===== src/rtl/alu_arbiter.sv =====
// Round-robin arbiter sharing one single-cycle 64-bit ALU between two requesters.
// Operands are registered into the ALU; results return on per-requester valid/ready channels.
module alu_arbiter #(
  parameter int XLEN = 64
) (
  input  logic            clk,
  input  logic            rst_n,
  input  logic            req0_valid,
  output logic            req0_ready,
  input  logic [XLEN-1:0] req0_src1,
  input  logic [XLEN-1:0] req0_src2,
  input  logic [1:0]      req0_aluop,
  input  logic            req1_valid,
  output logic            req1_ready,
  input  logic [XLEN-1:0] req1_src1,
  input  logic [XLEN-1:0] req1_src2,
  input  logic [1:0]      req1_aluop,
  output logic            rsp0_valid,
  input  logic            rsp0_ready,
  output logic [XLEN-1:0] rsp0_result,
  output logic            rsp1_valid,
  input  logic            rsp1_ready,
  output logic [XLEN-1:0] rsp1_result,
  output logic [XLEN-1:0] alu_src1,
  output logic [XLEN-1:0] alu_src2,
  output logic [1:0]      alu_aluop,
  input  logic [XLEN-1:0] alu_result,
  output logic            dbg_state
);

  // Handshakes: a transfer happens on a rising edge where valid and ready are both high.
  // req*_ready is combinational from req*_valid; rsp*_valid never depends on rsp*_ready.
  typedef enum logic {S_IDLE = 1'b0, S_EXEC = 1'b1} state_e;

  state_e          state_q, state_d;
  logic            last_grant_q, last_grant_d;
  logic            grant_id_q, grant_id_d;
  logic [XLEN-1:0] src1_q, src1_d;
  logic [XLEN-1:0] src2_q, src2_d;
  logic [1:0]      aluop_q, aluop_d;
  logic            rsp0_valid_q, rsp0_valid_d;
  logic            rsp1_valid_q, rsp1_valid_d;
  logic [XLEN-1:0] rsp0_result_q, rsp0_result_d;
  logic [XLEN-1:0] rsp1_result_q, rsp1_result_d;

  logic elig0, elig1, grant_any, grant_sel;

  // A requester with an unconsumed response may not issue again.
  assign elig0     = req0_valid && !rsp0_valid_q;
  assign elig1     = req1_valid && !rsp1_valid_q;
  assign grant_any = elig0 || elig1;
  assign grant_sel = (elig0 && elig1) ? !last_grant_q : elig1;

  always_comb begin
    state_d       = state_q;
    last_grant_d  = last_grant_q;
    grant_id_d    = grant_id_q;
    src1_d        = src1_q;
    src2_d        = src2_q;
    aluop_d       = aluop_q;
    rsp0_valid_d  = rsp0_valid_q;
    rsp1_valid_d  = rsp1_valid_q;
    rsp0_result_d = rsp0_result_q;
    rsp1_result_d = rsp1_result_q;
    req0_ready    = 1'b0;
    req1_ready    = 1'b0;

    if (rsp0_valid_q && rsp0_ready) rsp0_valid_d = 1'b0;
    if (rsp1_valid_q && rsp1_ready) rsp1_valid_d = 1'b0;

    case (state_q)
      S_IDLE: begin
        if (grant_any) begin
          req0_ready   = rst_n && !grant_sel;
          req1_ready   = rst_n && grant_sel;
          src1_d       = grant_sel ? req1_src1  : req0_src1;
          src2_d       = grant_sel ? req1_src2  : req0_src2;
          aluop_d      = grant_sel ? req1_aluop : req0_aluop;
          grant_id_d   = grant_sel;
          last_grant_d = grant_sel;
          state_d      = S_EXEC;
        end
      end
      S_EXEC: begin
        if (grant_id_q) begin
          rsp1_valid_d  = 1'b1;
          rsp1_result_d = alu_result;
        end else begin
          rsp0_valid_d  = 1'b1;
          rsp0_result_d = alu_result;
        end
        state_d = S_IDLE;
      end
      default: state_d = S_IDLE;
    endcase
  end

  always_ff @(posedge clk or negedge rst_n) begin
    if (!rst_n) begin
      state_q       <= S_IDLE;
      last_grant_q  <= 1'b1;
      grant_id_q    <= 1'b0;
      src1_q        <= '0;
      src2_q        <= '0;
      aluop_q       <= 2'b00;
      rsp0_valid_q  <= 1'b0;
      rsp1_valid_q  <= 1'b0;
      rsp0_result_q <= '0;
      rsp1_result_q <= '0;
    end else begin
      state_q       <= state_d;
      last_grant_q  <= last_grant_d;
      grant_id_q    <= grant_id_d;
      src1_q        <= src1_d;
      src2_q        <= src2_d;
      aluop_q       <= aluop_d;
      rsp0_valid_q  <= rsp0_valid_d;
      rsp1_valid_q  <= rsp1_valid_d;
      rsp0_result_q <= rsp0_result_d;
      rsp1_result_q <= rsp1_result_d;
    end
  end

  // Operand registers hold their last values in IDLE; only the opcode is masked.
  assign alu_src1    = src1_q;
  assign alu_src2    = src2_q;
  assign alu_aluop   = (state_q == S_EXEC) ? aluop_q : 2'b00;
  assign rsp0_valid  = rsp0_valid_q;
  assign rsp1_valid  = rsp1_valid_q;
  assign rsp0_result = rsp0_result_q;
  assign rsp1_result = rsp1_result_q;
  assign dbg_state   = (state_q == S_EXEC);

endmodule


===== config.mk =====
export PLATFORM = sky130hd
export DESIGN_NAME = alu_arbiter
export DESIGN_NICKNAME = d
export VERILOG_FILES = /design/src/rtl/alu_arbiter.sv
export SDC_FILE = /design/constraint.sdc
export NUM_CORES = 1
export LEC_CHECK = 0
export BUFFER_PORTS_ARGS = -buffer_cell sky130_fd_sc_hd__buf_2
export CELL_PAD_IN_SITES_DETAIL_PLACEMENT = 0
export CELL_PAD_IN_SITES_GLOBAL_PLACEMENT = 1
export CORE_AREA = 5 5 228 230
export DETAILED_ROUTE_END_ITERATION = 8
export DIE_AREA = 0 0 233 235
export HOLD_SLACK_MARGIN = 0.12
export PLACE_DENSITY = 0.6
export SYNTH_ARGS = -nofsm -noshare
export SYNTH_HDL_FRONTEND = slang
export SYNTH_SLANG_ARGS = --single-unit

===== constraint.sdc =====
create_clock -name clk -period 3.5 [get_ports clk]
set_input_delay 0.525 -clock clk [delete_from_list [all_inputs] [get_ports clk]]
set_output_delay 0.525 -clock clk [all_outputs]
set_load 0.01 [all_outputs]

==> results.py <==
metrics = {
    "status": {
        "status": "finished, final reports clean",
    },
    "worst_setup_path": {
        "r2r_slack_ps": 1350,
        "crit_required_ps": 2970,
        "timing.rr.end": "alu_src2[3]",
        "reg2reg_depth": 5,
        "slowest_stage": "dlygate4sd3_1",
        "cp_max_fo": 69,
        "critPathCaptureType": "primary output",
        "cp-start-kind": "primary input",
        "slowest_delay_ps": 570,
        "path_cells": "dlygate4sd3_1 > buf_8 > nor3b_1 > buf_2",
        "worstPathArrival_ps": 2120,
        "critical_path.endpoint": "req1_ready",
        "worstSetupPathType": "primary input to primary output",
        "reg2reg_from": "rsp1_valid",
        "cp-startpoint": "rst_n",
    },
    "sta": {
        "rsz0062_at_grt": "no",
        "tightest_slew_ps": 962.8,
        "drv_slew": 0,
        "tns_ps": 0,
        "slew_headroom": 0.3581,
        "layout_min_cycle_time_ps": 2650,
        "finalHoldViolCount": 0,
        "worst_slack_ps": 850.1,
        "setup_viol": 0,
        "max_clock_freq_mhz": 377.4,
        "finClkSkew_ps": 16.72,
        "period_share": 0.7571,
    },
    "logic_synthesis": {
        "synth_nets": 1403,
        "syn_area_per_cell_sq_um": 12.53,
        "netlist_area_sq_um": 13450,
        "synthCells": 1073,
        "ys_ff_latch": 263,
        "synth.distinct_cells": 25,
        "yosys_warnings": 0,
        "synth-seq-area-share": 0.4896,
    },
    "pwr": {
        "clock_power_share": 0.205,
        "power_density_nw_per_um2": 999.6,
        "swShare": 0.3870,
        "p_int_mw": 11.06,
        "p_seq_frac": 0.313,
        "p_sw_mw": 6.986,
        "ir_drop_v": 0.0006372,
        "combinationalPowerShare": 0.481,
        "p_leak_nw": 8.320,
    },
    "clocking": {
        "h-tree-depth": 2,
        "cts_max_path_buffers": 3,
        "numCtsBuffers": 35,
        "cts.sinks": 263,
        "root_buffer": "clkbuf_16",
        "clk_pin_slew_ps": 50,
        "cts_setup_buffers": 0,
        "worstSkewPairLatency_ps": 550,
        "cts_tree": "done",
    },
    "placement": {
        "dp_hpwl_um": 36880,
        "pre_cts_ws_ps": 1250,
        "dp_cells": 2212,
        "portBuffers": 592,
        "place_congestion": 0.7971,
    },
    "cells_and_area": {
        "utilization": 0.3636,
        "synthToLayoutAreaGrowth_pct": 34.29,
        "final_common_cell": "buf_2",
        "layout-drive-gt1-share": 0.5499,
        "final_nets": 1908,
        "mostFrequentLayoutCells": "buf_2 (590), dfrtp_1 (260), o21ai_0 (131)",
        "final_cell_count_no_fill": 2287,
    },
    "floorplanning": {
        "std_cell_rows": 82,
        "ioPinCount": 593,
        "initial_core_util": 0.2708,
        "fp.dieW_um": 233,
        "die_h_um": 235,
        "dieArea_sq_um": 54760,
        "core-area_sq_um": 49660,
    },
    "route": {
        "wl_per_cell_um": 24.15,
        "drtPass1Iterations": 6,
        "drc": 0,
        "antenna_left": 0,
        "routed_via_density": 5.183,
        "wl_um": 55240,
        "drt_iter0_drc": 743,
        "vias": 11850,
    },
    "hold_path": {
        "hold_class": "primary input to register",
    },
    "global_routing": {
        "grt_overflow_total": 0,
        "grtUsageTotal": 0.1921,
        "grtUsageMet1": 0.2454,
        "grt_pass1_wl_um": 82160,
        "grt_pass1_vias": 12200,
        "met2_usage": 0.3129,
        "top_usage_layer": "met2",
        "grt_use_met3": 0.06061,
        "antenna_found_initial": 19,
        "grt_max_degree": 144,
    },
    "run": {
        "maxCapViolations": 0,
    },
}
[logic make-up (layout without fill, tap and decap cells)]
| kind of cell | Yosys count | count (layout) | share of synthesized area |
|---|---|---|---|
| DFF | 263 | 263 | 0.4896 |
| AOI/OAI and AO/OA | 395 | 395 | 0.2578 |
| buffers and inverters | 146 | 677 | 0.05556 |
| other | 0 | 11 | 0 |
| and+or+nand+nor | 141 | 141 | 0.08989 |
| muxes | 128 | 128 | 0.1072 |
[cells in the mapped netlist (all sizes together)]
| cell | n | area (sq um) |
|---|---|---|
| dfrtp | 262 | 6556 |
| inv | 3 | 11.26 |
| clkbuf | 100 | 375.4 |
| nor2b | 1 | 6.260 |
| nand3 | 1 | 5.000 |
| buf | 43 | 360.3 |
| a221oi | 130 | 1139 |
| o2bb2ai | 2 | 17.52 |
| a21o | 2 | 15.01 |
| nand2b | 2 | 12.51 |
| nand2 | 1 | 3.750 |
| o21ai | 131 | 655.6 |
| dfstp | 1 | 26.28 |
| nor3b | 1 | 7.510 |
| and3b | 131 | 1147 |
| a2bb2oi | 130 | 1639 |
| mux2 | 128 | 1441 |
| nand3b | 1 | 7.510 |
| and2 | 2 | 12.51 |
| and3 | 1 | 6.260 |
[worst max-delay path: cells and delay by family]
family,cells,cell delay [ps]
simple gates,1,290
buf+inv,3,1170
[power by group through the flow]
stage | logic (mW) | registers [mW] | clock network, mW
after floorplan | 4.98 | 6.24 | 0
after global placement | 8.73 | 5.65 | 0
after detailed placement | 8.82 | 5.69 | 0
after CTS | 8.83 | 5.66 | 3.82
after global routing | 9.30 | 5.85 | 3.94
final | 8.69 | 5.65 | 3.71
[stage by stage]
| stage | hold slack [ps] | power (mW) | instance area [sq um] |
|---|---|---|---|
| global placement | 484.1 | 14.38 | 16840 |
| detailed placement | 487.8 | 14.51 | 16840 |
| CTS | 181.1 | 18.31 | 18030 |
| global route | 191.5 | 19.10 | 18050 |
| floorplan | 229.4 | 11.23 | 13450 |
| finish | 205.7 | 18.05 | 18060 |
[flip-flops by register name, summed over array words and instances, names as in the netlist]
| signal | flops |
|---|---|
| alu_src1 | 64 |
| alu_src2 | 64 |
| rsp0_result | 64 |
| rsp1_result | 64 |
| aluop_q | 2 |
| dbg_state | 1 |
| grant_id_q | 1 |
| last_grant_q | 1 |
| rsp0_valid | 1 |
| rsp1_valid | 1 |
[final cells by class]
type	instances	area [sq um]
flip-flops and latches	263	6590
fillers	5112	31600
well taps	672	840.8
repair buffers	611	3258
multi-input cells	664	6145
clock inverters	14	190.2
diodes	11	27.53
clock buffers	49	988.4
inverters	3	16.27
[what timing repair did]
action | in CTS | in global routing
hold endpoints to repair | 64 | 0
resized for setup | 0 | 0
hold buffers | 1 | 0
[how the worst min path moves through the flow]
| stage | from | to | slack, ps | depth (start not counted) |
|---|---|---|---|---|
| after floorplan | rst_n | alu_src1[0] | 230 | 0 |
| after global placement | rsp1_result[20] | rsp1_result[20] | 480 | 1 |
| after detailed placement | rsp1_result[54] | rsp1_result[54] | 490 | 1 |
| after CTS | alu_result[59] | rsp1_result[59] | 180 | 2 |
| after global routing | alu_result[58] | rsp1_result[58] | 190 | 2 |
| final | rsp1_ready | rsp1_valid | 210 | 2 |
[metal layers]
layer / up-vias / part of all wire
li1: 5218 / -
met1: 6032 / 0.41
met2: 492 / 0.49
met3: 96 / 0.081
met4: 16 / 0.024
met5: - / 0.0019
Power figures use the tool's default switching activity.
